===== src/rtl/cp0_unit.sv =====
// CP0 coprocessor unit: EPC/Status/Block/Cause registers, software access,
// and single-shot exception capture with a one-cycle HasExp pulse.

module reg32 (
    input  logic        clk_i,
    input  logic        rst_i,
    input  logic        we_i,
    input  logic [31:0] d_i,
    output logic [31:0] q_o
);
    logic [31:0] data_q;

    always_ff @(posedge clk_i) begin
        if (rst_i)
            data_q <= '0;
        else if (we_i)
            data_q <= d_i;
    end

    assign q_o = data_q;
endmodule

module counter1 (
    input  logic clk_i,
    input  logic rst_i,
    input  logic set_i,
    input  logic clr_i,
    output logic q_o
);
    logic flag_q;

    // Clear wins over set.
    always_ff @(posedge clk_i) begin
        if (rst_i)
            flag_q <= 1'b0;
        else if (clr_i)
            flag_q <= 1'b0;
        else if (set_i)
            flag_q <= 1'b1;
    end

    assign q_o = flag_q;
endmodule

module cp0_unit (
    input  logic        clk,
    input  logic        reset,
    input  logic        enable,
    input  logic [31:0] Instruction,
    input  logic [31:0] PCin,
    input  logic [31:0] Din,
    input  logic        ExpSrc0,
    input  logic        ExpSrc1,
    input  logic        ExpSrc2,
    output logic [31:0] PCout,
    output logic [31:0] Dout,
    output logic        ExRegWrite,
    output logic        ExpBlock,
    output logic        IsEret,
    output logic        HasExp
);
    logic [1:0]  sel;
    logic        sw_we;
    logic [31:0] epc_q, status_q, block_q, cause_q;
    logic        epc_we;
    logic [31:0] epc_d;
    logic [31:0] cause_d;
    logic        req, trig, accept;
    logic        prev_q, pend_q;
    logic        hasexp_q, hasexp_d;
    logic        instr_unused;

    assign sel        = Instruction[12:11];
    assign ExRegWrite = ~Instruction[23];
    assign IsEret     = (Instruction[5:0] == 6'b011000);
    assign sw_we      = enable & ExRegWrite;
    assign instr_unused = ^{Instruction[31:24], Instruction[22:13], Instruction[10:6]};

    // The HasExp cycle owns EPC, overriding any software write landing on it.
    assign epc_we = hasexp_q | (sw_we & (sel == 2'd0));
    assign epc_d  = hasexp_q ? PCin : Din;

    reg32 u_epc (
        .clk_i (clk),
        .rst_i (reset),
        .we_i  (epc_we),
        .d_i   (epc_d),
        .q_o   (epc_q)
    );

    reg32 u_status (
        .clk_i (clk),
        .rst_i (reset),
        .we_i  (sw_we & (sel == 2'd1)),
        .d_i   (Din),
        .q_o   (status_q)
    );

    reg32 u_block (
        .clk_i (clk),
        .rst_i (reset),
        .we_i  (sw_we & (sel == 2'd2)),
        .d_i   (Din),
        .q_o   (block_q)
    );

    // Cause encodes the raw sources, not the Block-gated ones.
    assign cause_d = {29'b0, ExpSrc2, ExpSrc1 | ExpSrc2, ExpSrc0 | ExpSrc1 | ExpSrc2};

    reg32 u_cause (
        .clk_i (clk),
        .rst_i (reset),
        .we_i  (accept),
        .d_i   (cause_d),
        .q_o   (cause_q)
    );

    assign ExpBlock = status_q[0];
    assign req      = (ExpSrc0 & ~block_q[0]) | (ExpSrc1 & ~block_q[1]) | (ExpSrc2 & ~block_q[2]);
    assign trig     = req & ~ExpBlock;
    assign accept   = trig & ~prev_q & ~pend_q & ~hasexp_q;

    counter1 u_prev (
        .clk_i (clk),
        .rst_i (reset),
        .set_i (trig),
        .clr_i (~trig),
        .q_o   (prev_q)
    );

    counter1 u_pend (
        .clk_i (clk),
        .rst_i (reset),
        .set_i (accept),
        .clr_i (hasexp_q),
        .q_o   (pend_q)
    );

    assign hasexp_d = accept;

    always_ff @(posedge clk) begin
        if (reset)
            hasexp_q <= 1'b0;
        else
            hasexp_q <= hasexp_d;
    end

    assign HasExp = hasexp_q;
    assign PCout  = epc_q;

    always_comb begin
        Dout = '0;
        case (sel)
            2'd0:    Dout = epc_q;
            2'd1:    Dout = status_q;
            2'd2:    Dout = block_q;
            default: Dout = cause_q;
        endcase
    end
endmodule


===== config.mk =====
export PLATFORM = sky130hd
export DESIGN_NAME = cp0_unit
export DESIGN_NICKNAME = d
export VERILOG_FILES = /design/src/rtl/cp0_unit.sv
export SDC_FILE = /design/constraint.sdc
export NUM_CORES = 1
export LEC_CHECK = 0
export CORE_UTILIZATION = 45
export CTS_CLUSTER_SIZE = 28
export DETAILED_ROUTE_END_ITERATION = 10
export HOLD_SLACK_MARGIN = 0.02
export PLACE_DENSITY_LB_ADDON = 0.3
export SETUP_SLACK_MARGIN = 0.02
export SLEW_MARGIN = 20
export SYNTH_ARGS = -nofsm -noshare
export SYNTH_HDL_FRONTEND = slang
export SYNTH_SLANG_ARGS = --single-unit

===== constraint.sdc =====
create_clock -name clk -period 1.5 [get_ports clk]
set_input_delay 0.3 -clock clk [delete_from_list [all_inputs] [get_ports clk]]
set_output_delay 0.3 -clock clk [all_outputs]
set_load 0.1 [all_outputs]

==> reports/metrics.cfg, run 1 <==
[pwr]
total_leakage_power_nw = 3.53
power_density_mw_per_mm2 = 951
power.total_mw = 8.84
ir_drop_mv = 0.667

[clock_tree]
cts-root-buf = clkbuf_8
clkTransAtPathRegs_ps = 110
cts_tree = built
cts_buffers = 9
clockBufferDepth = 2
clock_sinks = 102
htree_levels = 3
clock_latency_ps = 390

[global_routing]
first_global_vias = 5918
grt_max_degree = 52
gr-total-overflow = 0
grt_usage_pct = 37.8
antenna_found_initial = 0
grt_pass1_wl_mm = 32.2

[floorplan]
initial_core_util_pct = 46.7
die_h_um = 106
io_pins = 170
chipWidth_um = 106
core_area_mm2 = 0.0104
die_area_mm2 = 0.0112
rows = 37

[worst_setup_path]
required_ps = 1200
critPathMaxStageDelay_ps = 510
critPathTopFamily = multiplexers
crit_type = register to output port
crit_buf_inv = 1
rrSetupSlack_ps = 40
cp-end-kind = output port
crit_path_top_delay_cell = mux4_2
path_cells = mux4_2 > buf_12
cp_max_fo = 2
cp.arrival_ps = 1460
crit_path_start_kind = register

[detailed_routing]
via_per_inst = 6.59
route.vias.total = 5856
wl_per_cell_um = 27.7
drt-total-wl_mm = 24.6
drtIter0Drc = 697
drt.antenna.violating_nets = 0
drc = 0
drtPass1Iterations = 7

[layout]
area_growth_pct = 91.8
drive_above_1_share_pct = 48.7
diodes = 0
utilization_pct = 89.6
fin_nets = 850

[logic_synthesis]
syn_area_mm2 = 0.00484
seq_area_frac_synth_pct = 42.1
synth_compound_area_share_pct = 18.4
synth_top_family_by_area = simple AND/OR/NAND/NOR gates
synth_simple_gate_area_share_pct = 19.0
synthFlopType = dfxtp_1
synth_top_area_share_pct = 42.1
syn_inst = 561
async_reset_ff_share_pct = 0
ys_ff_latch = 102
yosys-mux-area-fraction_pct = 14.4
avgSynthCellArea_um2 = 8.64
yosys.area_share.xor_xnor_pct = 0
synth_area_leaders = dfxtp_1, mux2i_1, nand2_1
yosys.cell_types.count = 28
synth_fp_nets = 663
yosysTopAreaCell = dfxtp_1
synth.most_common_cell = nand2_1
ys_warn_count = 0
synth-edff-count = 0
netlist_top_cells_count = nand2_1, dfxtp_1, a21oi_1, mux2i_1, nor3_1
synthAdderAreaFrac_pct = 0

[sta]
setup_viol = 38
relSlewSlack_pct = 68.0
fin_crit_ps = 1760
maxSlewViolCount = 0
finalWorstSetupSlack_ps = -260
finalHoldViolations = 0
worstMarginPinSlew_ps = 480
fmaxAchievable_mhz = 568
rsz0062_at_grt = true
fin_crit_sh_pct = 117
fin_skew_ps = 11.3

[job]
maxCapViolCount = 0

[status]
outcome = complete, but fails checks
failed_checks = negative setup slack

[placed_design]
gp_congestion = 0.805
port_buffers = 146
post-dp-hpwl_mm = 10.7

[worst_hold_path]
worstHoldPathType = input port to register

-- final timing paths --
check,from,to,cells past startpoint
worst min-delay path,reset,u_epc.q_o[0],2
worst max-delay path,u_status.q_o[0],Dout[0],2
worst max register to register,HasExp,u_epc.q_o[15],3
worst min register to register,u_status.q_o[12],u_status.q_o[12],2
-- kinds of logic (layout without fill, tap and decap cells) --
family / after synthesis / count (layout)
flops: 102 / 102
simple gates: 210 / 210
mux: 66 / 66
buf+inv: 54 / 245
compound gates: 129 / 129
-- metrics by stage --
stage	cells	TNS, ps	hold WS (ps)	area [um2]	setup WS (ps)
3_3_place_gp	820	-23210	441	7630	-292
5_1_grt	888	-6050	198	9290	-286
3_5_place_dp	820	-27360	449	7630	-379
6_report	888	-5070	208	9290	-260
2_1_floorplan	561	-3560	426	5400	-137
4_1_cts	878	-3400	194	8890	-225
-- area by class of cell --
type                       instances  area (um2)
clock buffer                      11         151
fill                             358        1080
inverter                           1        3.75
multi-input combinational        405        3550
timing repair buffer             229        3130
tap                              136         170
clock inverter                     4        93.8
sequential                       102        2200
-- placed cells by master (no fill, tap or decap), types with 2 or more instances in the layout --
cell	n
nand2b_1	3
dlygate4sd2_1	5
buf_6	14
a211oi_2	32
bufinv_16	3
buf_16	4
dfxtp_2	22
nor2b_1	3
nand2_1	128
nand4bb_2	2
mux4_2	3
nor3_1	22
buf_12	84
nor3_2	2
o21ai_4	29
mux2i_1	36
nand2_4	29
a21oi_1	64
mux2i_4	24
clkbuf_8	11
clkdlybuf4s50_1	69
nor3_4	11
dfxtp_4	34
clkbuf_16	2
buf_4	48
dfxtp_1	46
mux2i_2	3
-- sequential cells by signal, indices dropped and copies added (netlist names) --
signal / flops
u_status.q_o: 32
u_pend.q_o: 1
u_cause.q_o: 3
u_block.q_o: 32
u_epc.q_o: 32
HasExp: 1
u_prev.q_o: 1
-- metal layers --
metal	part of all wire [%]	global-route usage [%]	wire length (um)	vias to the layer above
li1	-	-	-	2321
met1	34	41.1	8280	2773
met2	49	64.3	12000	595
met3	10	8.72	2510	167
met4	7.4	27.8	1830	0
met5	0	0	0	-
-- repair_timing --
| action | in CTS | in global routing |
|---|---|---|
| buffers inserted | 39 | 7 |
| hold buffers | 0 | 0 |
| pin swaps | 33 | 30 |
| gates cloned | 4 | 4 |
| gates resized for setup | 156 | 67 |
| endpoints found under the setup margin | 38 | 68 |
-- power breakdown --
group | internal (mW) | switching, mW | total, mW
combinational | 1.43 | 2.07 | 3.50
clock | 1.19 | 1.07 | 2.26
sequential | 2.87 | 0.211 | 3.08
(Power assumes the default switching activity.)
==> run 2, diff against run 1 <==
--- a/config.mk
+++ b/config.mk
@@ -5,6 +5,7 @@
 export SDC_FILE = /design/constraint.sdc
 export NUM_CORES = 1
 export LEC_CHECK = 0
+export CORE_MARGIN = 1.5
 export CORE_UTILIZATION = 45
 export CTS_CLUSTER_SIZE = 28
 export DETAILED_ROUTE_END_ITERATION = 10
==> run 2 against run 1 <==
The flow still finishes with violations (negative setup slack). Flip-flop and latch count did not move. Sequential share of layout area grew 0.68 points. Count of clock-buffer cells in the layout grew 1. Largest power group unchanged. Worst hold slack better by 99 ps.
==> reports/metrics.cfg, run 2 (synthesis gave the netlist of run 1 again) <==
[floorplan]
core_area_mm2 = 0.0104  ; unchanged
io_pins = 170  ; unchanged
chipWidth_um = 107  ; was 106 um
rows = 37  ; unchanged
die_area_mm2 = 0.0114  ; was 0.0112 mm2
initial_core_util_pct = 46.7  ; unchanged
die_h_um = 107  ; was 106 um

[detailed_routing]
drtPass1Iterations = 5  ; was 7
drtIter0Drc = 463  ; was 697
via_per_inst = 6.38  ; was 6.59
drt.antenna.violating_nets = 0  ; unchanged
wl_per_cell_um = 26.3  ; was 27.7 um
drt-total-wl_mm = 23.4  ; was 24.6 mm
route.vias.total = 5674  ; was 5856
drc = 0  ; unchanged

[global_routing]
grt_usage_pct = 35.5  ; was 37.8%
grt_pass1_wl_mm = 30.9  ; was 32.2 mm
first_global_vias = 5662  ; was 5918
grt_max_degree = 43  ; was 52
gr-total-overflow = 0  ; unchanged
antenna_found_initial = 0  ; unchanged

[sta]
fin_skew_ps = 10.5  ; was 11.3 ps
fin_setup_tns_ps = -1280  ; was -5070 ps
maxSlewViolCount = 0  ; unchanged
finalHoldViolations = 0  ; unchanged
fin_crit_sh_pct = 118  ; was 117%
timing.hold.ws_ps = 307  ; was 208 ps
relSlewSlack_pct = 75.4  ; was 68.0%
fmaxAchievable_mhz = 566  ; was 568 MHz
fin_crit_ps = 1770  ; was 1760 ps
setup_viol = 26  ; was 38
rsz0062_at_grt = true  ; unchanged
finalWorstSetupSlack_ps = -265  ; was -260 ps
worstMarginPinSlew_ps = 367  ; was 480 ps

[placed_design]
post-dp-hpwl_mm = 11.2  ; was 10.7 mm
dp.cells = 827  ; was 820
gp_congestion = 0.772  ; was 0.805
port_buffers = 146  ; unchanged

[layout]
ff_latch_area_mm2 = 0.00222  ; was 0.00220 mm2
stdcell_count = 890  ; was 888
final_common_cell = nand2_1  ; unchanged
most-common-layout-cells = nand2_1, buf_12, clkdlybuf4s50_1  ; unchanged
drive_above_1_share_pct = 48.9  ; was 48.7%
nFillCells = 399  ; was 358
area_growth_pct = 88.3  ; was 91.8%
fin_nets = 851  ; was 850
multi_input_area_mm2 = 0.00348  ; was 0.00355 mm2
diodes = 0  ; unchanged

[pwr]
p_seq_share_pct = 37.4  ; was 34.9%
clock_power_share_pct = 20.7  ; was 25.5%
power_density_mw_per_mm2 = 898  ; was 951 mW/mm2
p_sw_mw = 3.26  ; was 3.34 mW
total_leakage_power_nw = 3.44  ; was 3.53 nW
combPwrFrac_pct = 41.9  ; was 39.6%
power.total_mw = 8.19  ; was 8.84 mW
p_sw_share_pct = 39.8  ; was 37.8%
ir_drop_mv = 0.532  ; was 0.667 mV
intPower_mw = 4.93  ; was 5.50 mW

[worst_setup_path]
required_ps = 1200  ; about the same
cp-end-kind = output port  ; unchanged
cp_max_fo = 2  ; unchanged
cp.arrival_ps = 1470  ; was 1460 ps
crit_path_start_kind = register  ; unchanged
crit_type = register to output port  ; unchanged

[status]
failed_checks = negative setup slack  ; unchanged
outcome = complete, but fails checks  ; unchanged

[clock_tree]
htree_levels = 3  ; unchanged
clock_sinks = 102  ; unchanged
clock_latency_ps = 390  ; about the same
clockBufferDepth = 2  ; unchanged
cts_buffers = 9  ; unchanged
cts_tree = built  ; unchanged
clkTransAtPathRegs_ps = 110  ; about the same
cts-root-buf = clkbuf_8  ; unchanged

[job]
maxCapViolCount = 0  ; unchanged

[worst_hold_path]
worstHoldPathType = input port to register  ; unchanged

[run 2: critical path: stages (launching register included)]
cell     delay, ps
dfxtp_4        360
mux4_2         510
buf_12         200
[run 2: metrics by stage]
stage | instance area, um2 | setup WS (ps) | utilization (%)
3_3_place_gp | 7740 | -283 | 74.6
2_1_floorplan | 5400 | -137 | -
5_1_grt | 9120 | -270 | 88.0
3_5_place_dp | 7740 | -349 | 74.6
6_report | 9120 | -265 | 88.0
4_1_cts | 8880 | -219 | 85.7
[run 2: path summary, 6_finish.rpt]
path | startpoint | slack [ps] | cells after the start | endpoint
setup / recovery | u_epc.q_o[1] | -270 | 2 | Dout[1]
hold / removal | reset | 310 | 2 | u_epc.q_o[2]
setup reg to reg | HasExp | 10 | 3 | u_epc.q_o[0]
hold reg to reg | u_status.q_o[2] | 480 | 2 | u_status.q_o[2]
[run 2: timing repair]
action / in CTS / in global routing
hold buffers: 0 / 0
resized for setup: 148 / 58
gates cloned: 5 / 0
endpoints found under the setup margin: 34 / 76
pin swaps: 29 / 26
setup buffers: 36 / 11
[run 2: power groups by stage]
stage	combinational, mW	sequential, mW	clock (mW)
floorplan	1.14	3.74	0
global placement	2.83	3.11	0
detailed placement	2.88	3.12	0
CTS	3.25	3.04	1.61
global route	3.50	3.08	1.79
finish	3.43	3.06	1.70
[run 2: cell type report]
type | instances | share of cell area [%]
clock inverters | 4 | 0.357
well taps | 136 | 1.87
repair buffers | 230 | 33.7
clock buffers | 12 | 1.59
multi-input cells | 405 | 38.1
flip-flops and latches | 102 | 24.3
inverters | 1 | 0.0412
[run 2: layer usage]
layer	routed length, um	up-vias	share of wire [%]	global-route usage, %
met3	2100	168	9.0	5.65
met1	8080	2691	35	40.3
li1	-	2328	-	-
met4	1660	0	7.1	22.5
met5	0	-	0	0
met2	11500	487	49	62.0
